<file path="config.mk">
export PLATFORM = sky130hd
export DESIGN_NAME = light_strip_tx
export DESIGN_NICKNAME = d
export VERILOG_FILES = /design/src/rtl/light_strip_tx.sv
export SDC_FILE = /design/constraint.sdc
export NUM_CORES = 1
export LEC_CHECK = 0
export BUFFER_PORTS_ARGS = -buffer_cell sky130_fd_sc_hd__buf_2
export CAP_MARGIN = 20
export CORE_AREA = 2 2 87 89
export CTS_BUF_LIST = sky130_fd_sc_hd__clkbuf_4
export DETAILED_ROUTE_END_ITERATION = 6
export DIE_AREA = 0 0 89 91
export PLACE_DENSITY = 0.58
export SYNTH_ARGS = -nofsm -noshare
export SYNTH_HDL_FRONTEND = slang
export SYNTH_SLANG_ARGS = --single-unit
</file>
<file path="constraint.sdc">
create_clock -name clk -period 4.5 [get_ports clk]
set_input_delay 0.675 -clock clk [delete_from_list [all_inputs] [get_ports clk]]
set_output_delay 0.675 -clock clk [all_outputs]
set_load 0.05 [all_outputs]
</file>
<file path="src/rtl/light_strip_tx.sv">
// Serialises 24-bit colour words onto a single-wire, pulse-width-coded LED strip line.
// Handshake: a word transfers on a rising edge where light_valid && light_ready; light_ready is registered.
module light_strip_tx #(
  parameter int unsigned T0H          = 35,
  parameter int unsigned T0L          = 80,
  parameter int unsigned T1H          = 70,
  parameter int unsigned T1L          = 60,
  parameter int unsigned LATCH_CYCLES = 5000,
  parameter int          CNT_W        = 16
) (
  input  logic        clk,
  input  logic        rst_n,
  input  logic [23:0] light,
  input  logic        light_valid,
  input  logic        light_last,
  output logic        light_ready,
  output logic        dout,
  output logic        busy
);

  typedef enum logic [1:0] {
    S_IDLE  = 2'd0,
    S_HIGH  = 2'd1,
    S_LOW   = 2'd2,
    S_LATCH = 2'd3
  } state_t;

  localparam logic [CNT_W-1:0] CNT_ONE = CNT_W'(1);

  state_t           state_q, state_d;
  logic [CNT_W-1:0] cnt_q, cnt_d;
  logic [23:0]      shift_q, shift_d;
  logic [4:0]       idx_q, idx_d;
  logic             last_q, last_d;
  logic             dout_q;
  logic             ready_q, ready_d;
  logic             xfer;
  logic             phase_end;

  function automatic logic [CNT_W-1:0] high_len(input logic b);
    return b ? CNT_W'(T1H) : CNT_W'(T0H);
  endfunction

  function automatic logic [CNT_W-1:0] low_len(input logic b);
    return b ? CNT_W'(T1L) : CNT_W'(T0L);
  endfunction

  assign xfer      = light_valid && ready_q;
  assign phase_end = (cnt_q == CNT_ONE);

  // cnt_q holds the cycles remaining in the current phase, including this one.
  always_comb begin
    state_d = state_q;
    cnt_d   = cnt_q;
    shift_d = shift_q;
    idx_d   = idx_q;
    last_d  = last_q;
    case (state_q)
      S_IDLE: begin
        if (xfer) begin
          shift_d = light;
          last_d  = light_last;
          idx_d   = 5'd23;
          cnt_d   = high_len(light[23]);
          state_d = S_HIGH;
        end
      end
      S_HIGH: begin
        if (phase_end) begin
          cnt_d   = low_len(shift_q[23]);
          state_d = S_LOW;
        end else begin
          cnt_d = cnt_q - CNT_ONE;
        end
      end
      S_LOW: begin
        if (!phase_end) begin
          cnt_d = cnt_q - CNT_ONE;
        end else if (idx_q != 5'd0) begin
          idx_d   = idx_q - 5'd1;
          shift_d = {shift_q[22:0], 1'b0};
          cnt_d   = high_len(shift_q[22]);
          state_d = S_HIGH;
        end else if (last_q) begin
          cnt_d   = CNT_W'(LATCH_CYCLES);
          state_d = S_LATCH;
        end else if (xfer) begin
          // Next word starts directly after bit 0 with no idle gap.
          shift_d = light;
          last_d  = light_last;
          idx_d   = 5'd23;
          cnt_d   = high_len(light[23]);
          state_d = S_HIGH;
        end else begin
          cnt_d   = '0;
          state_d = S_IDLE;
        end
      end
      S_LATCH: begin
        if (phase_end) begin
          cnt_d   = '0;
          state_d = S_IDLE;
        end else begin
          cnt_d = cnt_q - CNT_ONE;
        end
      end
      default: begin
        cnt_d   = '0;
        state_d = S_IDLE;
      end
    endcase
  end

  // Ready is decoded from next-state values so it can be registered yet line up with the final LOW cycle.
  always_comb begin
    ready_d = (state_d == S_IDLE) ||
              ((state_d == S_LOW) && (cnt_d == CNT_ONE) && (idx_d == 5'd0) && !last_d);
  end

  always_ff @(posedge clk or negedge rst_n) begin
    if (!rst_n) begin
      state_q <= S_IDLE;
      cnt_q   <= '0;
      shift_q <= '0;
      idx_q   <= '0;
      last_q  <= 1'b0;
      dout_q  <= 1'b0;
      ready_q <= 1'b0;
    end else begin
      state_q <= state_d;
      cnt_q   <= cnt_d;
      shift_q <= shift_d;
      idx_q   <= idx_d;
      last_q  <= last_d;
      dout_q  <= (state_d == S_HIGH);
      ready_q <= ready_d;
    end
  end

  assign dout        = dout_q;
  assign light_ready = ready_q;
  assign busy        = (state_q != S_IDLE);

endmodule

</file>
==> flow_metrics.py, run 1 <==
metrics = {
    "outcome": {
        "outcome": "finished clean",
    },
    "setup_path": {
        "startpoint": "idx_q[0]",
        "r2r_start": "idx_q[0]",
        "cp-end-kind": "flip-flop",
        "critical_path_class": "reg2reg",
        "critPathLaunchType": "flip-flop",
        "r2r_end": "light_ready",
        "critPathMaxFanout": 5,
        "r2r_cells": 9,
        "worst_ep_arrival_time_ns": 3.53,
        "r2r_slack_ns": 1.27,
        "cp.required_ns": 4.80,
        "crit_path_end": "light_ready",
    },
    "placement": {
        "hpwl_mm": 5.743,
        "place.gp.congestion": 0.9473,
        "place_area_sq_mm": 0.003271,
        "port_buffers": 30,
    },
    "clock_network": {
        "hold_buffers": 0,
        "cts_setup_buffers": 0,
        "cts.sinks": 50,
        "cts-root-buf": "clkbuf_4",
        "cts.clk_slew.worst_paths_ns": 0.15,
        "clock_path_buffers": 2,
        "cts_tree": "done",
        "cts_htree_levels": 2,
        "worstSkewPairLatency_ns": 0.38,
        "cts_made_buffers": 5,
        "cts_resized": 0,
    },
    "synth": {
        "ys_warn_count": 0,
        "synthesis.area_sq_mm": 0.003033,
        "synth_edf_count": 0,
        "ys_seq_elements": 50,
        "synthesis.instances": 349,
        "synth_area_per_cell_sq_um": 8.690,
        "synthDistinctLibCells": 57,
        "synthFlopType": "dfrtp_1",
        "synth_fp_nets": 381,
        "synthArstFlopShare": 1.000,
        "yosysSeqAreaShare": 0.4125,
    },
    "timing": {
        "finalCriticalPeriod_ns": 3.228,
        "fin_worst_skew_ns": 0.01866,
        "timing.slew.headroom": 0.3506,
        "fmax_mhz": 309.8,
        "hold_violations": 0,
        "timing_worst_slew_pin_value_ns": 0.9652,
        "final-setup-viol-count": 0,
        "rsz0062_at_grt": "false",
        "slew_viol_final": 0,
        "fin_crit_sh": 0.7172,
        "setup_tns_ns": 0,
    },
    "route": {
        "drc": 0,
        "post_drt_wl_per_cell_um": 18.18,
        "drt_first_pass_iters": 4,
        "vias": 2805,
        "antenna_left": 0,
        "drtIter0Drc": 266,
        "viasPerCell": 5.994,
        "wl_mm": 8.507,
    },
    "flow_run": {
        "maxCapViolCount": 0,
    },
    "die": {
        "die-height_um": 91,
        "num_rows": 31,
        "io_pins": 31,
        "initial_core_util": 0.4250,
        "core_area_sq_mm": 0.007137,
        "die_x_um": 89,
        "dieArea_sq_mm": 0.008099,
    },
    "min_path": {
        "min_path_type": "in2async",
    },
    "grt": {
        "antenna_found_initial": 0,
        "gr-usage-all-layers": 0.2230,
        "gr-max-usage-layer": "met2",
        "grt_pass1_wl_mm": 14.33,
        "grt.overflow.total": 0,
        "grt_util_met1": 0.3144,
        "grt_pass1_vias": 2840,
        "grt_start_max_net_pins": 51,
        "use_met3": 0.03636,
        "met2_usage": 0.3458,
    },
    "cells_and_area": {
        "final_common_cell": "dfrtp_1",
        "finalInstanceArea_sq_mm": 0.003324,
        "layout_common_cells": "dfrtp_1 (50), o21ai_0 (43), nor2_1 (34)",
        "syn2layout_area_growth_pct": 9.612,
        "drive_gt1_frac": 0.1436,
        "fillers": 714,
        "antenna_cells": 0,
        "nNetsFinal": 400,
    },
    "power_and_ir_drop": {
        "switching_share": 0.4580,
        "pwr-share-comb": 0.431,
        "p_seq_frac": 0.456,
        "p_switching_uw": 855.8,
        "intPower_uw": 1013,
        "leakage_uw": 0.001296,
        "vdd_drop_max_v": 0.0002205,
        "clockPowerShare": 0.113,
        "p_per_area_mw_per_mm2": 562.1,
    },
}
==> how the worst min path moves through the flow <==
stage | start | end | slack, ns
after floorplan | rst_n | cnt_q[0] | 0.38
after global placement | shift_q[3] | shift_q[3] | 0.50
after detailed placement | shift_q[1] | shift_q[1] | 0.52
after CTS | rst_n | cnt_q[3] | 0.41
after global routing | rst_n | cnt_q[4] | 0.43
final | rst_n | cnt_q[10] | 0.38
==> power groups by stage <==
stage	clock network (uW)	registers, uW	logic [uW]
2_1_floorplan	0	771	650
3_3_place_gp	0	856	797
3_5_place_dp	0	854	797
4_1_cts	218	847	800
5_1_grt	240	876	897
6_report	212	852	805
==> through the flow <==
stage | power (uW) | setup slack [ns] | utilization | hold slack (ns) | cells
floorplan | 1421 | 1.864 | - | 0.3794 | 349
global placement | 1653 | 1.355 | 0.4583 | 0.5024 | 460
detailed placement | 1652 | 1.233 | 0.4583 | 0.5180 | 460
CTS | 1865 | 1.309 | 0.4658 | 0.4149 | 468
global route | 2013 | 1.015 | 0.4658 | 0.4319 | 468
finish | 1869 | 1.272 | 0.4658 | 0.3832 | 468
==> synthesized netlist by cell type, types with 2 or more instances <==
cell type | number | share of area
a21o_1 | 2 | 0.0049
nand2_1 | 17 | 0.021
a31oi_1 | 8 | 0.017
o41a_1 | 2 | 0.0074
o21a_1 | 4 | 0.0099
nand4_1 | 8 | 0.017
o31ai_1 | 4 | 0.0099
xor2_1 | 3 | 0.0087
o21ai_1 | 2 | 0.0033
nor3b_1 | 2 | 0.0049
nand2b_1 | 2 | 0.0041
buf_2 | 2 | 0.0033
or4_1 | 7 | 0.017
a21oi_1 | 25 | 0.041
mux2i_1 | 2 | 0.0066
and2_1 | 2 | 0.0041
nor4_4 | 2 | 0.014
and3_1 | 2 | 0.0041
nor4b_1 | 3 | 0.0087
o21ai_0 | 43 | 0.071
inv_1 | 12 | 0.015
nor4_1 | 5 | 0.010
nor2_1 | 34 | 0.042
and4b_1 | 2 | 0.0066
a211oi_1 | 2 | 0.0049
o211ai_1 | 6 | 0.015
clkbuf_1 | 20 | 0.025
or3_1 | 27 | 0.056
nor3_1 | 8 | 0.013
nor2b_1 | 4 | 0.0082
dfrtp_1 | 50 | 0.41
nand3_1 | 9 | 0.015
ha_1 | 4 | 0.017
==> layout make-up <==
cell class / count / area [sq um] / share of cell area
sequential: 50 / 1251 / 0.3764
clock buffer: 6 / 45.04 / 0.01355
tap: 99 / 123.9 / 0.03726
multi-input combinational: 264 / 1667 / 0.5013
clock inverter: 2 / 8.758 / 0.002635
timing repair buffer: 34 / 180.2 / 0.05420
inverter: 13 / 48.80 / 0.01468
==> metal layers <==
metal / wire length (um) / vias to the layer above
met3: 425 / 19
met5: 0 / -
met1: 3849 / 1368
li1: - / 1334
met4: 202 / 0
met2: 4029 / 84
==> state kept, by name, summed over array words and instances (netlist names) <==
| name | count |
|---|---|
| light_ready | 1 |
| cnt_q | 16 |
| dout | 1 |
| state_q | 2 |
| shift_q | 24 |
| last_q | 1 |
| idx_q | 5 |
==> cell families (layout without fill, tap and decap cells) <==
logic type / after synthesis / after routing / share of synthesized area
xor+xnor: 4 / 4 / 0.01155
simple gates: 141 / 141 / 0.2735
flops: 50 / 50 / 0.4125
mux: 3 / 3 / 0.01031
compound gates: 112 / 112 / 0.2314
buf+inv: 35 / 55 / 0.04414
fa+ha+maj: 4 / 4 / 0.01650
==> critical path, cell delays in order (launching register included) <==
cell and delay [ns]:
dfrtp_1 0.47, inv_1 0.10, ha_1 0.22, nor4b_1 0.74
mux2i_1 0.38, or3_1 0.16, o211ai_1 0.10, or4_1 0.51
or3_1 0.34, o22ai_2 0.13
Power figures use the tool's default switching activity.
==> inputs of run 2 (changes only) <==
- PLACE_DENSITY: 0.58 -> 0.6
- clock period: 4.5 -> 2.78 ns (I/O delays scaled with it)
==> run 2 against run 1 <==
  * Combinational power rose by 89%
  * Fmax rose by 25%
  * Clock power rose by 110%
  * Sequential cell count did not move
  * Wire length rose by 2.1%
==> flow_metrics.py, run 2 (same netlist as run 1, synthesis figures left out) <==
metrics = {
    "timing": {
        "finalCriticalPeriod_ns": 2.588,
        "slew_viol_final": 0,
        "setup_tns_ns": 0,
        "fin_crit_sh": 0.9308,
        "timing.slew.headroom": 0.6096,
        "fmax_mhz": 386.5,
        "final-setup-viol-count": 0,
        "fin_ws_ns": 0.1925,
        "hold_violations": 0,
        "rsz0062_at_grt": "false",
        "timing_worst_slew_pin_value_ns": 0.5794,
        "fin_worst_skew_ns": 0.01334,
    },
    "die": {
        "die_x_um": 89,
        "die-height_um": 91,
        "num_rows": 31,
        "io_pins": 31,
        "initial_core_util": 0.4250,
        "dieArea_sq_mm": 0.008099,
        "core_area_sq_mm": 0.007137,
    },
    "grt": {
        "grt.overflow.total": 0,
        "grt_start_max_net_pins": 30,
        "antenna_found_initial": 0,
        "grt_pass1_wl_mm": 14.52,
        "gr-usage-all-layers": 0.2285,
        "grt_pass1_vias": 2860,
    },
    "route": {
        "antenna_left": 0,
        "drc": 0,
        "post_drt_wl_per_cell_um": 17.51,
        "drtIter0Drc": 208,
        "wl_mm": 8.687,
        "viasPerCell": 5.804,
        "drt_first_pass_iters": 4,
        "vias": 2879,
    },
    "setup_path": {
        "r2r_start": "idx_q[0]",
        "r2r_cells": 10,
        "r2r_slack_ns": 0.19,
        "crit_family": "simple AND/OR/NAND/NOR gates",
        "crit_buf_inv": 2,
        "path_cells": "inv_1 > ha_2 > or4b_4 > buf_4 > nand2b_1 > a2111o_1 > nand4_1 > or4_1 > or3_1 > o22ai_2",
        "cp.depth": 10,
        "cpMaxStageDelayCell": "or4b_4",
        "critPathLaunchType": "flip-flop",
        "r2r_end": "light_ready",
        "critical_path_class": "reg2reg",
        "worst_ep_arrival_time_ns": 2.89,
        "startpoint": "idx_q[0]",
        "slowest_delay_ns": 0.47,
        "crit_path_end": "light_ready",
        "critPathMaxFanout": 5,
        "cp-end-kind": "flip-flop",
        "cp.required_ns": 3.09,
    },
    "power_and_ir_drop": {
        "leakage_uw": 0.001444,
        "p_per_area_mw_per_mm2": 921.2,
        "vdd_drop_max_v": 0.0003772,
    },
    "cells_and_area": {
        "nNetsFinal": 428,
        "final_common_cell": "dfrtp_1",
        "syn2layout_area_growth_pct": 18.44,
        "fin_util": 0.5033,
        "largestRegisters": "shift_q x24, cnt_q x16, idx_q x5",
        "antenna_cells": 0,
        "top_register": "shift_q",
        "layout_common_cells": "dfrtp_1 (50), o21ai_0 (43), nor2_1 (34)",
        "largest_reg_flops": 24,
        "drive_gt1_frac": 0.2141,
    },
    "placement": {
        "hpwl_mm": 6.319,
        "pre_cts_ws_ns": 0.03835,
        "place.gp.congestion": 0.8865,
        "port_buffers": 30,
    },
    "clock_network": {
        "cts_htree_levels": 2,
        "cts.clk_slew.worst_paths_ns": 0.16,
        "cts_made_buffers": 5,
        "cts-root-buf": "clkbuf_4",
        "clock_path_buffers": 2,
        "cts.sinks": 50,
        "worstSkewPairLatency_ns": 0.38,
        "cts_tree": "done",
    },
    "flow_run": {
        "maxCapViolCount": 0,
    },
    "min_path": {
        "min_path_type": "in2reg",
    },
    "outcome": {
        "outcome": "finished clean",
    },
}
run 2: power breakdown:
part,leakage (uW),internal (uW),switching (uW)
clock,0.0000456,192,251
sequential,0.000564,1020,323
combinational,0.000834,637,884
run 2: routing by layer:
layer | track usage | share of wire | wire length (um) | up-vias
li1 | - | - | - | 1394
met1 | 0.3245 | 0.44 | 3848 | 1400
met2 | 0.3607 | 0.50 | 4304 | 76
met3 | 0.03636 | 0.048 | 417 | 9
met4 | 0.06095 | 0.013 | 117 | 0
met5 | 0 | 0 | 0 | -
run 2: cell type report:
cell class,instances,area (sq um)
Multi-Input combinational cell,264,1694
Tap cell,99,123.9
Fill cell,737,3545
Clock buffer,5,37.54
Sequential cell,50,1251
Timing Repair Buffer,62,392.9
Inverter,13,48.80
Clock inverter,3,43.79
run 2: worst min-delay path, stage by stage:
cell and delay (ns):
buf_2 0.08, nand4_1 0.06, o21ai_0 0.07
run 2: worst min-delay path by stage:
stage	start	to	slack, ns	cells after the start
after floorplan	rst_n	cnt_q[0]	0.12	0
after global placement	rst_n	cnt_q[15]	0.40	1
after detailed placement	rst_n	cnt_q[4]	0.40	1
after CTS	light[0]	shift_q[0]	0.26	3
after global routing	light[0]	shift_q[0]	0.28	3
final	light[0]	shift_q[0]	0.26	3
run 2: through the flow:
stage / power [uW] / std cells / hold WS (ns) / instance area [sq um]
4_1_cts: 3274 / 496 / 0.2643 / 3565
5_1_grt: 3551 / 496 / 0.2763 / 3592
6_report: 3309 / 496 / 0.2612 / 3592
2_1_floorplan: 2300 / 349 / 0.1214 / 3033
3_5_place_dp: 2832 / 486 / 0.3969 / 3466
3_3_place_gp: 2822 / 486 / 0.3958 / 3466
run 2: what timing repair did:
item                                    in CTS  in global routing
hold buffers                                 1                  0
endpoints found under the setup margin       1                  1
endpoints found under the hold margin       18                  0
setup buffers                                1                  0
pin swaps                                    0                  2
resized for setup                            0                  5
